===== src/rtl/mem_arbiter_pkg.sv =====
// mem_arb_pkg: shared types and constants for the two-master data-memory arbiter.
//   arb_state_t : ownership state (IDLE, OWN0, OWN1)
//   mem_req_t   : one memory access (we, addr, wdata, be) at default widths
//   BE_W        : byte-enable width for the default data width
package mem_arb_pkg;

  localparam int ADDR_W_DEF = 32;
  localparam int DATA_W_DEF = 32;
  localparam int BE_W       = DATA_W_DEF / 8;

  typedef enum logic [1:0] {
    IDLE = 2'd0,
    OWN0 = 2'd1,
    OWN1 = 2'd2
  } arb_state_t;

  typedef struct packed {
    logic                  we;
    logic [ADDR_W_DEF-1:0] addr;
    logic [DATA_W_DEF-1:0] wdata;
    logic [BE_W-1:0]       be;
  } mem_req_t;

endpackage


===== src/rtl/mem_arbiter_if.sv =====
// mem_arbiter_if: bundles both master request/response channels and the
// memory-side bus of the arbiter.
//   slave  : arbiter view (takes m*_req/lock/we/addr/wdata/be and mem_rdata,
//            drives m*_gnt/rvalid/rdata and mem_en/we/addr/wdata/be)
//   master : requester/memory view (the mirror image)
interface mem_arbiter_if #(
  parameter int ADDR_W = 32,
  parameter int DATA_W = 32
);

  logic                  m0_req, m0_lock, m0_we;
  logic [ADDR_W-1:0]     m0_addr;
  logic [DATA_W-1:0]     m0_wdata;
  logic [DATA_W/8-1:0]   m0_be;
  logic                  m0_gnt, m0_rvalid;
  logic [DATA_W-1:0]     m0_rdata;

  logic                  m1_req, m1_lock, m1_we;
  logic [ADDR_W-1:0]     m1_addr;
  logic [DATA_W-1:0]     m1_wdata;
  logic [DATA_W/8-1:0]   m1_be;
  logic                  m1_gnt, m1_rvalid;
  logic [DATA_W-1:0]     m1_rdata;

  logic                  mem_en, mem_we;
  logic [ADDR_W-1:0]     mem_addr;
  logic [DATA_W-1:0]     mem_wdata;
  logic [DATA_W/8-1:0]   mem_be;
  logic [DATA_W-1:0]     mem_rdata;

  modport slave (
    input  m0_req, m0_lock, m0_we, m0_addr, m0_wdata, m0_be,
    output m0_gnt, m0_rvalid, m0_rdata,
    input  m1_req, m1_lock, m1_we, m1_addr, m1_wdata, m1_be,
    output m1_gnt, m1_rvalid, m1_rdata,
    output mem_en, mem_we, mem_addr, mem_wdata, mem_be,
    input  mem_rdata
  );

  modport master (
    output m0_req, m0_lock, m0_we, m0_addr, m0_wdata, m0_be,
    input  m0_gnt, m0_rvalid, m0_rdata,
    output m1_req, m1_lock, m1_we, m1_addr, m1_wdata, m1_be,
    input  m1_gnt, m1_rvalid, m1_rdata,
    input  mem_en, mem_we, mem_addr, mem_wdata, mem_be,
    output mem_rdata
  );

endinterface


===== src/rtl/mem_arbiter_arb_pick.sv =====
// arb_pick: combinational grant selection for the two-master arbiter.
//   req[1:0]   : request per master
//   state      : current ownership state
//   last_grant : master granted most recently (round-robin tie-break only)
//   gnt[1:0]   : one-hot grant (or zero)
// Optional feature: MEM_ARB_ROUND_ROBIN_EN makes IDLE ties go to the master
// that was not granted last; otherwise master 0 always wins ties.
module arb_pick
  import mem_arb_pkg::*;
(
  input  logic [1:0] req,
  input  arb_state_t state,
  input  logic       last_grant,
  output logic [1:0] gnt
);

`ifndef MEM_ARB_ROUND_ROBIN_EN
  logic unused_last_grant_s;
  assign unused_last_grant_s = last_grant;
`endif

  // Owner-only grant while locked; priority / round-robin when idle.
  always_comb begin
    gnt = 2'b00;
    case (state)
      OWN0: gnt = {1'b0, req[0]};
      OWN1: gnt = {req[1], 1'b0};
      IDLE: begin
        if (req == 2'b11) begin
`ifdef MEM_ARB_ROUND_ROBIN_EN
          gnt = last_grant ? 2'b01 : 2'b10;
`else
          gnt = 2'b01;
`endif
        end else begin
          gnt = req;
        end
      end
      default: gnt = 2'b00;
    endcase
  end

endmodule


===== src/rtl/mem_arbiter.sv =====
// mem_arbiter: two-master arbiter for the single-port synchronous data memory.
//   clk, rst : clock, synchronous active-high reset
//   bus      : mem_arbiter_if.slave -- m0 (core LSU) and m1 (UART loader)
//              request/response channels plus the memory-side bus
// Grants one access per cycle in the same cycle as the request, supports
// locked multi-beat ownership and returns read data one cycle after access.
// Optional feature macro: MEM_ARB_ROUND_ROBIN_EN (see arb_pick).
module mem_arbiter
  import mem_arb_pkg::*;
#(
  parameter int ADDR_W = 32,
  parameter int DATA_W = 32
) (
  input  logic          clk,
  input  logic          rst,
  mem_arbiter_if.slave  bus
);

  localparam int BEW = DATA_W / 8;

  arb_state_t        state_r, state_s;
  logic              last_grant_r;
  logic [1:0]        rvalid_r;
  logic [1:0]        req_s, pick_s, gnt_s;
  logic              sel_we_s, sel_lock_s;
  logic [ADDR_W-1:0] sel_addr_s, hold_addr_r;
  logic [DATA_W-1:0] sel_wdata_s, hold_wdata_r;
  logic [BEW-1:0]    sel_be_s, hold_be_r;

  assign req_s = {bus.m1_req, bus.m0_req};

  arb_pick u_pick (
    .req        (req_s),
    .state      (state_r),
    .last_grant (last_grant_r),
    .gnt        (pick_s)
  );

  // Nothing is granted (and nothing reaches memory) in a reset cycle.
  assign gnt_s = rst ? 2'b00 : pick_s;

  // Route the granted master's payload; hold the last payload when idle.
  always_comb begin
    sel_we_s    = 1'b0;
    sel_lock_s  = 1'b0;
    sel_addr_s  = hold_addr_r;
    sel_wdata_s = hold_wdata_r;
    sel_be_s    = hold_be_r;
    if (gnt_s[1]) begin
      sel_we_s    = bus.m1_we;
      sel_lock_s  = bus.m1_lock;
      sel_addr_s  = bus.m1_addr;
      sel_wdata_s = bus.m1_wdata;
      sel_be_s    = bus.m1_be;
    end else if (gnt_s[0]) begin
      sel_we_s    = bus.m0_we;
      sel_lock_s  = bus.m0_lock;
      sel_addr_s  = bus.m0_addr;
      sel_wdata_s = bus.m0_wdata;
      sel_be_s    = bus.m0_be;
    end else begin
      sel_we_s    = 1'b0;
      sel_lock_s  = 1'b0;
    end
  end

  // Next ownership state; an owner that stops requesting releases its lock.
  always_comb begin
    state_s = state_r;
    case (state_r)
      IDLE: begin
        if (gnt_s[0]) begin
          state_s = sel_lock_s ? OWN0 : IDLE;
        end else if (gnt_s[1]) begin
          state_s = sel_lock_s ? OWN1 : IDLE;
        end else begin
          state_s = IDLE;
        end
      end
      OWN0: begin
        if (gnt_s[0]) begin
          state_s = sel_lock_s ? OWN0 : IDLE;
        end else begin
          state_s = IDLE;
        end
      end
      OWN1: begin
        if (gnt_s[1]) begin
          state_s = sel_lock_s ? OWN1 : IDLE;
        end else begin
          state_s = IDLE;
        end
      end
      default: state_s = IDLE;
    endcase
  end

  // State, last grant, read-return owner and held payload registers.
  always_ff @(posedge clk) begin
    if (rst) begin
      state_r      <= IDLE;
      last_grant_r <= 1'b1;
      rvalid_r     <= 2'b00;
      hold_addr_r  <= '0;
      hold_wdata_r <= '0;
      hold_be_r    <= '0;
    end else begin
      state_r  <= state_s;
      rvalid_r <= gnt_s & {2{~sel_we_s}};
      if (gnt_s != 2'b00) begin
        last_grant_r <= gnt_s[1];
        hold_addr_r  <= sel_addr_s;
        hold_wdata_r <= sel_wdata_s;
        hold_be_r    <= sel_be_s;
      end
    end
  end

  assign bus.m0_gnt    = gnt_s[0];
  assign bus.m1_gnt    = gnt_s[1];
  // A read return still in flight when reset hits is dropped immediately.
  assign bus.m0_rvalid = rvalid_r[0] & ~rst;
  assign bus.m1_rvalid = rvalid_r[1] & ~rst;
  assign bus.m0_rdata  = bus.mem_rdata;
  assign bus.m1_rdata  = bus.mem_rdata;

  assign bus.mem_en    = |gnt_s;
  assign bus.mem_we    = sel_we_s;
  assign bus.mem_addr  = sel_addr_s;
  assign bus.mem_wdata = sel_wdata_s;
  assign bus.mem_be    = sel_be_s;

endmodule


===== src/flat_wrapper.sv =====
// flat-port wrapper written by rule: the top's interface ports become plain ports
module mem_arbiter_flat import mem_arb_pkg::*;
#(
  parameter int ADDR_W = 32,
  parameter int DATA_W = 32
)
  (clk, rst, bus_m0_req, bus_m0_lock, bus_m0_we, bus_m0_addr, bus_m0_wdata, bus_m0_be, bus_m0_gnt, bus_m0_rvalid, bus_m0_rdata, bus_m1_req, bus_m1_lock, bus_m1_we, bus_m1_addr, bus_m1_wdata, bus_m1_be, bus_m1_gnt, bus_m1_rvalid, bus_m1_rdata, bus_mem_en, bus_mem_we, bus_mem_addr, bus_mem_wdata, bus_mem_be, bus_mem_rdata);
  mem_arbiter_if #(.ADDR_W(ADDR_W), .DATA_W(DATA_W)) bus_i ();
  input  logic clk;
  input  logic rst;
  input wire logic [$bits(bus_i.m0_req)-1:0] bus_m0_req;
  input wire logic [$bits(bus_i.m0_lock)-1:0] bus_m0_lock;
  input wire logic [$bits(bus_i.m0_we)-1:0] bus_m0_we;
  input wire logic [$bits(bus_i.m0_addr)-1:0] bus_m0_addr;
  input wire logic [$bits(bus_i.m0_wdata)-1:0] bus_m0_wdata;
  input wire logic [$bits(bus_i.m0_be)-1:0] bus_m0_be;
  output wire logic [$bits(bus_i.m0_gnt)-1:0] bus_m0_gnt;
  output wire logic [$bits(bus_i.m0_rvalid)-1:0] bus_m0_rvalid;
  output wire logic [$bits(bus_i.m0_rdata)-1:0] bus_m0_rdata;
  input wire logic [$bits(bus_i.m1_req)-1:0] bus_m1_req;
  input wire logic [$bits(bus_i.m1_lock)-1:0] bus_m1_lock;
  input wire logic [$bits(bus_i.m1_we)-1:0] bus_m1_we;
  input wire logic [$bits(bus_i.m1_addr)-1:0] bus_m1_addr;
  input wire logic [$bits(bus_i.m1_wdata)-1:0] bus_m1_wdata;
  input wire logic [$bits(bus_i.m1_be)-1:0] bus_m1_be;
  output wire logic [$bits(bus_i.m1_gnt)-1:0] bus_m1_gnt;
  output wire logic [$bits(bus_i.m1_rvalid)-1:0] bus_m1_rvalid;
  output wire logic [$bits(bus_i.m1_rdata)-1:0] bus_m1_rdata;
  output wire logic [$bits(bus_i.mem_en)-1:0] bus_mem_en;
  output wire logic [$bits(bus_i.mem_we)-1:0] bus_mem_we;
  output wire logic [$bits(bus_i.mem_addr)-1:0] bus_mem_addr;
  output wire logic [$bits(bus_i.mem_wdata)-1:0] bus_mem_wdata;
  output wire logic [$bits(bus_i.mem_be)-1:0] bus_mem_be;
  input wire logic [$bits(bus_i.mem_rdata)-1:0] bus_mem_rdata;
  assign bus_i.m0_req = bus_m0_req;
  assign bus_i.m0_lock = bus_m0_lock;
  assign bus_i.m0_we = bus_m0_we;
  assign bus_i.m0_addr = bus_m0_addr;
  assign bus_i.m0_wdata = bus_m0_wdata;
  assign bus_i.m0_be = bus_m0_be;
  assign bus_m0_gnt = bus_i.m0_gnt;
  assign bus_m0_rvalid = bus_i.m0_rvalid;
  assign bus_m0_rdata = bus_i.m0_rdata;
  assign bus_i.m1_req = bus_m1_req;
  assign bus_i.m1_lock = bus_m1_lock;
  assign bus_i.m1_we = bus_m1_we;
  assign bus_i.m1_addr = bus_m1_addr;
  assign bus_i.m1_wdata = bus_m1_wdata;
  assign bus_i.m1_be = bus_m1_be;
  assign bus_m1_gnt = bus_i.m1_gnt;
  assign bus_m1_rvalid = bus_i.m1_rvalid;
  assign bus_m1_rdata = bus_i.m1_rdata;
  assign bus_mem_en = bus_i.mem_en;
  assign bus_mem_we = bus_i.mem_we;
  assign bus_mem_addr = bus_i.mem_addr;
  assign bus_mem_wdata = bus_i.mem_wdata;
  assign bus_mem_be = bus_i.mem_be;
  assign bus_i.mem_rdata = bus_mem_rdata;
  mem_arbiter #(.ADDR_W(ADDR_W), .DATA_W(DATA_W)) u_core (.clk(clk), .rst(rst), .bus(bus_i));
endmodule

===== config.mk =====
export PLATFORM = sky130hd
export DESIGN_NAME = mem_arbiter_flat
export DESIGN_NICKNAME = d
export VERILOG_FILES = /design/src/rtl/mem_arbiter_pkg.sv /design/src/rtl/mem_arbiter_if.sv /design/src/rtl/mem_arbiter_arb_pick.sv /design/src/rtl/mem_arbiter.sv /design/src/flat_wrapper.sv
export SDC_FILE = /design/constraint.sdc
export NUM_CORES = 1
export LEC_CHECK = 0
export CAP_MARGIN = 20
export CORE_AREA = 2 2 122 124
export DETAILED_ROUTE_END_ITERATION = 7
export DIE_AREA = 0 0 124 126
export GPL_TIMING_DRIVEN = 0
export HOLD_SLACK_MARGIN = 0.02
export PLACE_DENSITY = 0.87
export SLEW_MARGIN = 25
export SYNTH_ARGS = -nofsm -noshare
export SYNTH_HDL_FRONTEND = slang
export SYNTH_HIERARCHICAL = 1
export SYNTH_SLANG_ARGS = --single-unit

===== constraint.sdc =====
create_clock -name clk -period 2.1 [get_ports clk]
set_input_delay 0.42 -clock clk [delete_from_list [all_inputs] [get_ports clk]]
set_output_delay 0.42 -clock clk [all_outputs]
set_load 0.005 [all_outputs]

; Yosys cells after proc, flatten, opt, wreduce, memory -nomap -nowiden
; Cells that the tools add are included.
[totals]
word_cells = 35
inputBits = 176
output_inout_bits = 138
reg_bits = 72
[op_classes]
bitwise = 5
n_mux = 19
n_reduce_logical = 3
n_eq_ne = 3
[op_table]
columns = op, n
row1 = 32-bit two-way mux, 4
row2 = 2-bit two-way mux, 6
row3 = 2-bit one-hot mux with 3 select lines, 2
row4 = 4-bit two-way mux, 2
row5 = 1-bit two-way mux, 5
row6 = "2-bit equality test, second input constant", 2
row7 = 1-bit bitwise AND, 2
row8 = 2-bit bitwise AND, 1
row9 = "2-bit by 1-bit equality test with 1-bit output, second input constant", 1
row10 = 2-bit zero test, 1
row11 = 1-bit inverter, 2
row12 = 2-bit nonzero test, 1
row13 = 2-bit OR reduction, 1

; Depth between registers and ports, before layout
; Gate-level depths: netlist (run 1).
[logic_depth]
ltp_word = 10
mapped_depth = 8

; Modules after synthesis
; Netlist (run 1), hierarchy kept.
[modules_own_cells]
columns = mod, instances, cells_per_inst, seq_area_each_um2, area_per_inst_um2
row1 = mem_arbiter, 1, 567, 1461.4, 5431.5
row2 = arb_pick, 1, 2, 0.0, 26.3

; Worst setup path before layout (run 1)
; Ideal clock, no wire load.
[synth_timing]
path_type = input port to output port
start = in bus_m0_req
end = out bus_mem_addr[10]
path_buffers = 3
t_arrival_ns = 1.536
cell_stages = 7
slack_ns = 0.144
required_time_ns = 1.680
cell_sequence = nor2b_4 > nor3b_2 > buf_4 > o21bai_4 > buf_6 > buf_6 > a221o_1
[synth_via]
word_cells_on_any_way = 6
classes_between = eq/ne: 1 / mux: 5
[synth_rtl]
columns = element, line_no
row1 = from (decl), flat_wrapper.sv:11  ; input wire logic [$bits(bus_i.m0_req)-1:0] bus_m0_req;
row2 = 2-bit equality test, mem_arbiter_arb_pick.sv:29  ; if (req == 2'b11) begin
row3 = 2-bit two-way mux, mem_arbiter_arb_pick.sv:29
row4 = 2-bit one-hot mux with 3 select lines, mem_arbiter_arb_pick.sv:25  ; case (state)
row5 = via u_core.pick_s[1], mem_arbiter.sv:24  ; logic [1:0] req_s, pick_s, gnt_s;
row6 = 2-bit two-way mux, mem_arbiter.sv:40  ; assign gnt_s = rst ? 2'b00 : pick_s;
row7 = 32-bit two-way mux, mem_arbiter.sv:49  ; if (gnt_s[1]) begin
row8 = to (decl), flat_wrapper.sv:31  ; output wire logic [$bits(bus_i.mem_addr)-1:0] bus_mem_addr;
; The timed path passes the listed nets, and every way through them passes these cells.

; Worst setup path after layout (run 1)
[layout_timing]
start = reg u_core.state_r[1]
end = out bus_mem_addr[16]
[layout_via]
elab_chain_len = 5
word_cells_on_any_way = 7
classes_between = eq/ne: 2 / mux: 4 / reduce/logical: 1
[layout_lines]
columns = element, line_no
row1 = from (decl), mem_arbiter.sv:21  ; arb_state_t state_r, state_s;
row2 = from (signal assigned), mem_arbiter.sv:108  ; state_r <= state_s;
row3 = 2-bit equality test (tied with other cells), mem_arbiter_arb_pick.sv:25
row4 = 2-bit one-hot mux with 3 select lines *, mem_arbiter_arb_pick.sv:25
row5 = via u_core.pick_s[0], mem_arbiter.sv:24
row6 = 2-bit two-way mux *, mem_arbiter.sv:40
row7 = 32-bit two-way mux *, mem_arbiter.sv:55  ; end else if (gnt_s[0]) begin
row8 = 32-bit two-way mux *, mem_arbiter.sv:49
; Mark *: on every way through the listed nets, which the timed path passes. The rest lies on a longest branch.

==> metrics.cfg, run 1 <==
[status]
status=finished with violations
violations=setup timing

[placement]
dp_hpwl_um=14500
placed_area_mm2=0.00846
port_buffers=280
place_congestion=0.837

[critical_path]
critPathArrivalTime_ns=2.19
crit_type=flop to output pin
endpoint_kind=output pin
critPathLaunchType=flop
path_max_fanout=7
cp.required_ns=1.68

[sta]
fin_crit_sh=1.24
finalHoldViolations=0
finClkSkew_ns=0.00334
holdWs_ns=0.557
timing.final.ws_setup_ns=-0.508
drv_slew=0
setup_viol=71
post-route-min-period_ns=2.61
rsz0062_at_grt=yes
slew_headroom=0.361
fmax_mhz=383
worstMarginPinSlew_ns=0.958

[logic_synthesis]
synth.net_count=741
syn_area_mm2=0.00543
syn_inst=565
yosysWarningCount=6
syn_area_per_cell_um2=9.60

[flow_run]
max_cap_violations=0

[clocking]
postCtsHoldBufs=0
cts_sinks=72
cts_htree_levels=3
cts_buffer_depth=2
clk-insertion-delay-late_ns=0.34
cts.clk_slew.worst_paths_ns=0.06
cts_buffers=9
cts_tree=built
root_buffer=clkbuf_16

[layout]
fin_util=0.679
antenna_cells=0
final_area_mm2=0.00972
layout-drive-gt1-share=0.294
syn2layout_area_growth_pct=79.1
layout.nets=1077

[global_routing]
grt_pass1_vias=5972
grt_overflow=0
antenna_found_initial=0
grt_pass1_wl_um=31900
grt_usage=0.259
grt_max_degree=12

[pwr]
power_mw=5.08
peakVddDrop_mv=0.719
leakage_nw=4.16
power_density_mw_per_mm2=523

[die]
dieArea_mm2=0.0156
die_y_um=126
initial_core_util=0.379
die_x_um=124
rows=44
pin_count=314
coreArea_mm2=0.0143

[routing]
ant_nets=0
avgRoutedWirePerCell_um=19.9
num_vias=6133
drt_iter0_drc=369
wl_um=21700
drc=0
first_pass_iters=8
avgViaCountPerCell=5.63

[worst_hold_path]
hold_class=flop to flop

[sequential cells by signal, summed over array words and instances, names as in the netlist]
| signal | flops |
|---|---|
| u_core/hold_be_r | 4 |
| u_core/state_r | 2 |
| u_core/rvalid_r | 2 |
| u_core/hold_addr_r | 32 |
| u_core/hold_wdata_r | 32 |
[area by class of cell]
class	instances	area (um^2)
clock inverter	3	65.1
sequential	72	1440
inverter	2	7.51
multi-input combinational	357	3540
buffer	131	1090
clock buffer	13	250
tap	184	230
fill	1107	4600
timing repair buffer	328	3080
[where the power goes]
part	switching (mW)	leakage, nW	internal, mW
Combinational	0.715	3.41	1.14
Clock	0.607	0.154	1.07
Sequential	0.0668	0.598	1.48
Total	1.39	4.16	3.69
[worst max-delay path: stages (launching register included)]
cell      delay, ns
dfxtp_2        0.35
nor2b_4        0.05
nor3b_4        0.20
buf_6          0.15
o21bai_4       0.14
buf_6          0.16
buf_6          0.12
buf_8          0.13
buf_6          0.11
a221o_1        0.32
buf_2          0.13
[placed cells by master, fill, tap and decap left out, types with 2 or more instances in the layout]
cell and n:
buf_4 87, inv_2 2, buf_16 2, dlymetal6s2s_1 5
mux2i_1 69, nor4bb_2 10, a211oi_1 68, nor2b_1 70
nand2b_1 2, nor4bb_4 23, nor2b_4 3, dfxtp_1 71
buf_2 45, buf_8 14, clkbuf_8 5, clkbuf_2 16
nor4bb_1 35, dlygate4sd2_1 2, a221o_1 68, clkdlybuf4s15_1 11
buf_12 6, clkdlybuf4s50_1 206, clkbuf_1 26, buf_6 36
clkbuf_16 10, bufinv_16 2
[timing repair]
action	in CTS	in global routing
endpoints found under the hold margin	0	0
buffers inserted	26	21
setup endpoints to repair	74	73
resized for setup	320	113
pin swaps	46	25
cloned	4	1
[path summary, 6_finish.rpt]
kind                            from                      end  slack [ns]  cells past startpoint
max reg2reg        u_core/state_r[1]    u_core/hold_addr_r[3]        0.17                      9
max                u_core/state_r[1]         bus_mem_addr[16]       -0.51                     10
min reg2reg  u_core/hold_wdata_r[14]  u_core/hold_wdata_r[14]        0.56                      2
min          u_core/hold_wdata_r[14]  u_core/hold_wdata_r[14]        0.56                      2
[layer usage]
metal  track usage  part of all wire
met3        0.0675             0.087
met5             0                 0
met4        0.0562             0.013
met1         0.329              0.40
met2         0.438              0.50
[metrics by stage]
stage,instances,TNS [ns],worst slack [ns]
2_1_floorplan,565,0,0.144
3_3_place_gp,1029,-84.91,-1.09
3_5_place_dp,1029,-89.31,-1.14
4_1_cts,1074,-29.67,-0.633
5_1_grt,1090,-31.68,-0.598
6_report,1090,-25.45,-0.508
Power figures use the tool's default switching activity.
==> run 2: changes to the inputs <==
--- a/config.mk
+++ b/config.mk
@@ -6,12 +6,12 @@
 export NUM_CORES = 1
 export LEC_CHECK = 0
 export CAP_MARGIN = 20
-export CORE_AREA = 2 2 122 124
+export CORE_AREA = 2 2 121 123
 export DETAILED_ROUTE_END_ITERATION = 7
-export DIE_AREA = 0 0 124 126
+export DIE_AREA = 0 0 123 125
 export GPL_TIMING_DRIVEN = 0
 export HOLD_SLACK_MARGIN = 0.02
-export PLACE_DENSITY = 0.87
+export PLACE_DENSITY = 0.88
 export SLEW_MARGIN = 25
 export SYNTH_ARGS = -nofsm -noshare
 export SYNTH_HDL_FRONTEND = slang
==> constraint.sdc (replaced) <==
create_clock -name clk -period 3 [get_ports clk]
set_input_delay 0.6 -clock clk [delete_from_list [all_inputs] [get_ports clk]]
set_output_delay 0.6 -clock clk [all_outputs]
set_load 0.005 [all_outputs]
==> metrics.cfg, run 2 (synthesis gave the netlist of run 1 again) <==
[status]
status=finished, final reports clean

[sta]
worstMarginPinSlew_ns=0.608  ; -0.351 ns
post-route-min-period_ns=2.96
fmax_mhz=338
finClkSkew_ns=0.00453  ; +0.00119 ns
finalHoldViolations=0  ; unchanged
timing.final.ws_setup_ns=0.0447  ; +0.553 ns
fin_crit_sh=0.985
rsz0062_at_grt=yes
drv_slew=0  ; unchanged
setup_viol=0  ; -100%
slew_headroom=0.595  ; +0.234
setup_tns_ns=0  ; +25.45 ns

[layout]
layout.cells.non_filler=1064  ; -2.4%
nFillCells=1206  ; +8.9%
antenna_cells=0  ; unchanged
ff_latch_area_mm2=0.00144  ; unchanged
syn2layout_area_growth_pct=69.4
multi_input_area_mm2=0.00318  ; -10%
mostFrequentLayoutCell=clkdlybuf4s50_1
layout-drive-gt1-share=0.177  ; -0.116
final_cell_mix=clkdlybuf4s50_1, buf_4, nor2b_1, dfxtp_1, mux2i_1
layout.nets=1051  ; -2.4%
final_area_mm2=0.00919  ; -5.4%
top_regs=u_core/hold_addr_r x32, u_core/hold_wdata_r x32, u_core/hold_be_r x4

[routing]
drt_iter0_drc=585  ; +59%
num_vias=5902  ; -3.8%
avgRoutedWirePerCell_um=18.8  ; -5.8%
avgViaCountPerCell=5.55  ; -1.4%
ant_nets=0  ; unchanged
wl_um=20000  ; -8.1%
first_pass_iters=5  ; -3
drc=0  ; unchanged

[die]
initial_core_util=0.382  ; +0.00294
die_x_um=123  ; -0.81%
rows=44  ; unchanged
coreArea_mm2=0.0142  ; -0.77%
dieArea_mm2=0.0154  ; -1.6%
die_y_um=125  ; -0.79%
pin_count=314  ; unchanged

[critical_path]
critPathLaunchType=input port
endpoint_kind=output pin
crit_type=input port to output pin
critPathArrivalTime_ns=2.36  ; +0.17 ns
path_max_fanout=9  ; +2
cp.required_ns=2.40  ; +0.72 ns

[global_routing]
grt_pass1_vias=5937  ; -0.59%
antenna_found_initial=0  ; unchanged
grt_max_degree=12  ; unchanged
grt_overflow=0  ; unchanged
grt_pass1_wl_um=31000  ; -2.8%
grt_usage=0.250  ; -0.00842

[pwr]
power_density_mw_per_mm2=371  ; -29%
peakVddDrop_mv=0.225  ; -69%
power_mw=3.41  ; -33%
leakage_nw=3.88  ; -6.8%

[clocking]
root_buffer=clkbuf_16
cts.clk_slew.worst_paths_ns=0.06  ; about the same
cts_buffers=9  ; unchanged
cts_sinks=72  ; unchanged
clk-insertion-delay-late_ns=0.33  ; about the same
cts_buffer_depth=2  ; unchanged
cts_tree=built
cts_htree_levels=3  ; unchanged
postCtsHoldBufs=0  ; unchanged

[placement]
pre_cts_ws_ns=-0.574  ; +0.561 ns
dp.cells=1029  ; unchanged
place_congestion=0.817  ; -2.4%
placed_area_mm2=0.00846  ; unchanged
dp_hpwl_um=14000  ; -3.2%
port_buffers=280  ; unchanged

[flow_run]
max_cap_violations=0  ; unchanged

[worst_hold_path]
hold_class=flop to flop

## run 2: changes by cell type in the layout (fill, tap and decap cells not counted), moves of 14 or more
cell,delta
buf_2,-34
dlygate4sd2_1,+48
nor4bb_4,-21
buf_6,-23
nor4bb_1,+29
clkbuf_2,-14
## run 2: worst max-delay path: stages
cell           delay [ns]
dlygate4sd2_1        0.25
nor3b_4              0.16
buf_6                0.13
buf_4                0.13
nor2b_4              0.13
buf_12               0.15
bufbuf_16            0.27
a221o_1              0.28
dlygate4sd2_1        0.26
## run 2: through the flow
stage,hold WS [ns],util
after floorplan,0.471,-
after global placement,0.515,0.595
after detailed placement,0.532,0.595
after CTS,0.540,0.645
after global routing,0.499,0.647
final,0.489,0.647
## run 2: power breakdown
group / total, mW / internal (mW) / switching (mW)
combinational: 1.18 / 0.732 / 0.451
clock: 1.14 / 0.734 / 0.408
sequential: 1.08 / 1.04 / 0.0449
total: 3.41 / 2.51 / 0.904
## run 2: cell type report
type | instances | share of cell area
tap | 184 | 0.0251
timing repair buffer | 299 | 0.320
sequential | 72 | 0.157
clock buffer | 14 | 0.0309
multi-input combinational | 357 | 0.346
buffer | 134 | 0.117
clock inverter | 2 | 0.00381
inverter | 2 | 0.000817
## run 2: repair_timing
action	in CTS	in global routing
setup endpoints to repair	72	12
setup buffers	12	4
gates cloned	3	0
pin swaps	8	3
gates resized for setup	175	7
## run 2: final timing paths
check                                 end  slack [ns]  cells past startpoint         startpoint
setup / recovery          bus_mem_addr[4]        0.04                      9         bus_m1_req
hold / removal          u_core/state_r[0]        0.49                      1  u_core/state_r[1]
setup reg to reg  u_core/hold_wdata_r[22]        1.12                      9  u_core/state_r[1]
hold reg to reg         u_core/state_r[0]        0.49                      1  u_core/state_r[1]
## run 2: per-layer routing
metal	vias up	share of wire	global-route usage
li1	2760	-	-
met1	2838	0.42	0.334
met2	270	0.49	0.411
met3	34	0.068	0.0383
met4	0	0.019	0.0822
met5	-	0	0
==> run 3: changes to the inputs <==
--- a/config.mk
+++ b/config.mk
@@ -5,7 +5,7 @@
 export SDC_FILE = /design/constraint.sdc
 export NUM_CORES = 1
 export LEC_CHECK = 0
-export CAP_MARGIN = 20
+export CAP_MARGIN = 0
 export CORE_AREA = 2 2 121 123
 export DETAILED_ROUTE_END_ITERATION = 7
 export DIE_AREA = 0 0 123 125
==> results of run 3 <==
Same layout as run 2: the final DEF is identical, and so are final timing and power.
